$ cat src/rtl/vote_session_ctrl.sv
// Four-member voting session sequencer: timed ballot window, one locked vote per member,
// tally to reject/tie/pass one-hot, automatic re-vote rounds on a tie, then a held result.
module vote_session_ctrl #(
   parameter int WINDOW_CYCLES = 1000,
   parameter int HOLD_CYCLES   = 500,
   parameter int MAX_REVOTE    = 2
) (
   input  logic       clk,
   input  logic       rst_n,
   input  logic       start,
   input  logic [3:0] btn_yes,
   input  logic [3:0] btn_no,
   output logic       busy,
   output logic       voting_open,
   output logic [3:0] voted,
   output logic [1:0] round,
   output logic [2:0] result,
   output logic       result_valid,
   output logic       timeout_flag
);

   localparam int TW = (WINDOW_CYCLES > 1) ? $clog2(WINDOW_CYCLES) : 1;
   localparam int HW = (HOLD_CYCLES > 1) ? $clog2(HOLD_CYCLES) : 1;
   localparam logic [TW-1:0] TMAX = TW'(WINDOW_CYCLES - 1);
   localparam logic [HW-1:0] HMAX = HW'(HOLD_CYCLES - 1);
   localparam logic [1:0]    RMAX = 2'(MAX_REVOTE);

   typedef enum logic [1:0] {S_IDLE, S_OPEN, S_EVAL, S_SHOW} state_t;

   state_t          r_state, w_state_nx;
   logic [TW-1:0]   r_timer, w_timer_nx;
   logic [HW-1:0]   r_hold, w_hold_nx;
   logic [3:0]      r_voted, w_voted_nx;
   logic [3:0]      r_yes, w_yes_nx;
   logic [1:0]      r_round, w_round_nx;
   logic [2:0]      r_result, w_result_nx;
   logic            r_valid, w_valid_nx;
   logic            r_timeout, w_timeout_nx;
   logic [3:0]      w_accept;
   logic [2:0]      w_yes_cnt;

   function automatic logic [2:0] f_popcount(input logic [3:0] v);
      return {2'b00, v[0]} + {2'b00, v[1]} + {2'b00, v[2]} + {2'b00, v[3]};
   endfunction

   function automatic logic [2:0] f_tally(input logic [2:0] n);
      if (n <= 3'd1)      return 3'b001;
      else if (n == 3'd2) return 3'b010;
      else                return 3'b100;
   endfunction

   // A member locks only with exactly one of yes/no asserted and only once per round.
   assign w_accept  = ~r_voted & (btn_yes ^ btn_no);
   assign w_yes_cnt = f_popcount(r_yes);

   always_comb begin
      w_state_nx   = r_state;
      w_timer_nx   = r_timer;
      w_hold_nx    = r_hold;
      w_voted_nx   = r_voted;
      w_yes_nx     = r_yes;
      w_round_nx   = r_round;
      w_result_nx  = r_result;
      w_valid_nx   = r_valid;
      w_timeout_nx = r_timeout;
      case (r_state)
         S_IDLE: begin
            if (start) begin
               w_state_nx   = S_OPEN;
               w_voted_nx   = 4'h0;
               w_yes_nx     = 4'h0;
               w_timer_nx   = '0;
               w_round_nx   = 2'd0;
               w_timeout_nx = 1'b0;
            end
         end
         S_OPEN: begin
            w_voted_nx = r_voted | w_accept;
            w_yes_nx   = r_yes | (w_accept & btn_yes);
            if (r_voted == 4'hF) begin
               w_state_nx = S_EVAL;
            end else if (r_timer == TMAX) begin
               // Expiry-cycle votes still count before deciding whether the timer closed early.
               w_state_nx = S_EVAL;
               if ((r_voted | w_accept) != 4'hF) w_timeout_nx = 1'b1;
            end else begin
               w_timer_nx = r_timer + 1'b1;
            end
         end
         S_EVAL: begin
            if (w_yes_cnt == 3'd2 && r_round < RMAX) begin
               w_state_nx = S_OPEN;
               w_round_nx = r_round + 2'd1;
               w_voted_nx = 4'h0;
               w_yes_nx   = 4'h0;
               w_timer_nx = '0;
            end else begin
               w_state_nx  = S_SHOW;
               w_result_nx = f_tally(w_yes_cnt);
               w_valid_nx  = 1'b1;
               w_hold_nx   = '0;
            end
         end
         S_SHOW: begin
            if (r_hold == HMAX) begin
               w_state_nx  = S_IDLE;
               w_result_nx = 3'b000;
               w_valid_nx  = 1'b0;
            end else begin
               w_hold_nx = r_hold + 1'b1;
            end
         end
         default: w_state_nx = S_IDLE;
      endcase
   end

   always_ff @(posedge clk or negedge rst_n) begin
      if (!rst_n) begin
         r_state   <= S_IDLE;
         r_timer   <= '0;
         r_hold    <= '0;
         r_voted   <= 4'h0;
         r_yes     <= 4'h0;
         r_round   <= 2'd0;
         r_result  <= 3'b000;
         r_valid   <= 1'b0;
         r_timeout <= 1'b0;
      end else begin
         r_state   <= w_state_nx;
         r_timer   <= w_timer_nx;
         r_hold    <= w_hold_nx;
         r_voted   <= w_voted_nx;
         r_yes     <= w_yes_nx;
         r_round   <= w_round_nx;
         r_result  <= w_result_nx;
         r_valid   <= w_valid_nx;
         r_timeout <= w_timeout_nx;
      end
   end

   assign busy         = (r_state != S_IDLE);
   assign voting_open  = (r_state == S_OPEN);
   assign voted        = r_voted;
   assign round        = r_round;
   assign result       = r_result;
   assign result_valid = r_valid;
   assign timeout_flag = r_timeout;

endmodule
$ cat config.mk
export PLATFORM = sky130hd
export DESIGN_NAME = vote_session_ctrl
export DESIGN_NICKNAME = d
export VERILOG_FILES = /design/src/rtl/vote_session_ctrl.sv
export SDC_FILE = /design/constraint.sdc
export NUM_CORES = 1
export LEC_CHECK = 0
export BUFFER_PORTS_ARGS = -buffer_cell sky130_fd_sc_hd__buf_2
export CORE_ASPECT_RATIO = 0.8
export CORE_MARGIN = 2
export CORE_UTILIZATION = 50
export DETAILED_ROUTE_END_ITERATION = 7
export PLACE_DENSITY = 0.71
export SYNTH_ARGS = -nofsm -noshare
export SYNTH_HDL_FRONTEND = slang
export SYNTH_SLANG_ARGS = --single-unit
$ cat constraint.sdc
create_clock -name clk -period 2.88 [get_ports clk]
set_clock_uncertainty 0.1 [all_clocks]
set_input_delay 0.144 -clock clk [delete_from_list [all_inputs] [get_ports clk]]
set_output_delay 0.144 -clock clk [all_outputs]
set_load 0.005 [all_outputs]
==> results_dict.tcl <==
set metrics [dict create \
    drv_cap 0 \
    ctsLongestPathBuffers 2 \
    ys_warn_count 0 \
    tightestPinTransition_ns 0.7970 \
    worst_slack_ns -0.02999 \
    rsz0062_at_grt "yes" \
    initial_utilization_pct 51.17 \
    syn_nets 217 \
    p_per_area_nw_per_um2 869.1 \
    syn2layout_area_growth_pct 17.51 \
    synth_adder_area_share_pct 4.984 \
    end_kind "register" \
    slowest_delay_ns 0.48 \
    fmax_ghz 0.3436 \
    n_antenna_cell 0 \
    synth_top_family_by_area "simple AND/OR/NAND/NOR gates" \
    slew_violations 0 \
    wl_mm 3.780 \
    syn_inst 199 \
    cp_cell_sequence "fa_1, ha_2, ha_4, or3b_4, o32ai_4, o211ai_4, or3_4, a21oi_2" \
    cp_num_buf_inv 0 \
    die_area_um2 4329 \
    path_class "reg2reg" \
    hold-worst-slack_ns 0.03389 \
    track_usage_pct 19.25 \
    internal_power_w 0.001181 \
    ir_worst_vdd_mv 0.2991 \
    cellLeakagePower_nw 1.017 \
    final_cell_mix "dfrtp_1, nor2_1, buf_2" \
    post-route-min-period_ns 2.910 \
    final_antenna_net_count 0 \
    wl_per_cell_um 13.60 \
    post-place-ws_ns -0.02745 \
    grt_pass1_wl_mm 6.223 \
    cp-start-kind "register" \
    switching_share_pct 39.40 \
    synth_xor_xnor_area_share_pct 6.426 \
    drive_gt1_share_pct 19.66 \
    dpl.hpwl_mm 2.705 \
    fill_cells 310 \
    grt_overflow 0 \
    synthSimpleGateAreaFrac_pct 22.10 \
    min_path_type "in2reg" \
    worstPathRequired_ns 2.99 \
    multiInputGateArea_um2 980.9 \
    clk_latency_ns 0.29 \
    ys_ff_latch 36 \
    design.core.area_um2 3729 \
    outcome "finished, violations left" \
    path_delay_family "adder cells" \
    cts_sinks 36 \
    pwr-share-seq_pct 39.7 \
    htreeDepth 2 \
    yosys-mux-area-fraction_pct 0 \
    netlist_area_um2 1908 \
    ys_types 39 \
    layout_commonest_cell "dfrtp_1" \
    cts_buffers 5 \
    period_share_pct 101.0 \
    synth_seq_area_share_pct 47.21 \
    cts_tree "done" \
    final-setup-viol-count 2 \
    die_h_um 59.26 \
    path_clk_slew_ns 0.07 \
    cts_root_buffer "clkbuf_8" \
    worstPathMaxFanout 3 \
    route.detailed.drc 0 \
    violations "negative setup slack" \
    max_slew_margin_pct 46.87 \
    grt_start_max_net_pins 37 \
    vias_per_cell 5.471 \
    io-pin-count 24 \
    power_switching_w 0.0007678 \
    p_comb_share_pct 41.6 \
    nets 251 \
    vias 1521 \
    gp_congestion 0.7676 \
    slowest_stage "fa_1" \
    hold_viol_final 0 \
    power_frac_clock_pct 18.7 \
    portBuffers 23 \
    num_rows 20 \
    synth_compound_area_share_pct 16.66 \
    die_w_um 73.07 \
    grt_antenna_before_repair 0 \
    dr.pass1.iters 4 \
    grt_pass1_vias 1398 \
    synth.avg_cell_area_um2 9.588 \
    regArea_um2 900.9 \
    crit_arrival_ns 3.02 \
    first_iter_violations 95 \
]
-- layer usage --
layer / global-route usage [%] / wire [um] / vias up
met1: 26.83 / 1944 / 716
met2: 28.44 / 1651 / 20
met3: 4.762 / 122 / 7
met5: 0 / 0 / -
met4: 8.730 / 61 / 0
li1: - / - / 778
-- power by group through the flow --
stage	Combinational (W)	Clock [W]	Sequential (W)
6_report	0.000810	0.000365	0.000773
2_1_floorplan	0.000562	0	0.000727
4_1_cts	0.000772	0.000377	0.000771
3_5_place_dp	0.000769	0	0.000780
3_3_place_gp	0.000753	0	0.000775
5_1_grt	0.000916	0.000396	0.000796
-- state kept, by name, indices dropped and copies added (netlist names) --
signal	flops
r_hold	9
r_state	2
r_timer	10
r_yes	4
result	3
result_valid	1
round	2
timeout_flag	1
voted	4
-- Yosys cell counts --
master,instances,area (um2)
a21oi_1,14,70.07
dfrtp_1,36,900.9
inv_1,7,26.28
buf_2,1,5.000
xnor2_1,2,17.52
nand2_1,11,41.29
and3_1,4,25.02
or3b_4,1,11.26
nor3_2,1,10.01
o211ai_4,1,21.27
o211ai_1,4,30.03
buf_4,1,7.510
nor3b_1,3,22.52
nor2b_1,1,6.260
ha_1,6,75.07
or4_1,1,7.510
nand4_1,3,18.77
a21o_1,2,15.01
a32o_1,1,10.01
clkbuf_1,3,11.26
nor3_1,4,20.02
nor4_1,2,12.51
a31oi_1,6,37.54
nand2b_1,3,18.77
o2111ai_1,1,8.760
o32ai_4,1,27.53
or2_2,1,6.260
xor2_1,12,105.1
o22a_1,1,8.760
and2_1,1,6.260
o21ai_0,12,60.06
or3_1,6,37.54
and4_1,2,17.52
nand3_1,11,55.05
o21a_1,1,7.510
nor2_1,28,105.1
fa_1,1,20.02
o41ai_1,1,8.760
o22ai_1,2,12.51
-- final timing paths --
check                                      endpoint                startpoint  depth (start not counted)  slack (ns)
max                          r_timer[7]$_DFFE_PN0P_      r_yes[1]$_DFFE_PN0P_                          8       -0.03
min                            r_yes[3]$_DFFE_PN0P_                btn_yes[3]                          3        0.03
max reg2reg                  r_timer[7]$_DFFE_PN0P_      r_yes[1]$_DFFE_PN0P_                          8       -0.03
min reg2reg                result_valid$_DFFE_PN0P_  result_valid$_DFFE_PN0P_                          2        0.37
max in group asynchronous     r_hold[0]$_DFFE_PN0P_                     rst_n                          2        1.79
min in group asynchronous     r_hold[6]$_DFFE_PN0P_                     rst_n                          2        0.38
-- metrics by stage --
stage,std cells,utilization [%],power (W),TNS [ns],instance area [um2]
global route,278,60.13,0.002109,-0.8727,2242
finish,278,60.13,0.001949,-0.05313,2242
global placement,267,56.31,0.001529,0,2100
detailed placement,267,56.31,0.001549,-0.1144,2100
floorplan,199,-,0.001289,0,1908
CTS,276,58.99,0.001920,0,2200
-- cell type report --
type / instances / share of cell area [%]
Tap cell: 44 / 2.455
Clock buffer: 8 / 4.018
Sequential cell: 36 / 40.18
Multi-Input combinational cell: 151 / 43.75
Timing Repair Buffer: 32 / 8.426
Inverter: 7 / 1.172
-- logic make-up after synthesis --
kind of cell | after synthesis
and+or+nand+nor | 83
AOI/OAI and AO/OA | 47
DFF | 36
xor gates and xnor gates | 14
buffers and inverters | 12
adders and majority gates | 7
-- worst register-to-register path, stage by stage (launching register included) --
cell and delay [ns]:
dfrtp_1 0.40, fa_1 0.48, ha_2 0.20, ha_4 0.27, or3b_4 0.39, o32ai_4 0.38, o211ai_4 0.14, or3_4 0.35
a21oi_2 0.12
-- what timing repair did --
item / in CTS / in global routing
hold endpoints to repair: 36 / 0
hold buffers: 1 / 0
buffers inserted: 0 / 2
endpoints found under the setup margin: 6 / 10
gates resized for setup: 0 / 6
pin swaps: 1 / 9
(Power assumes the default switching activity.)
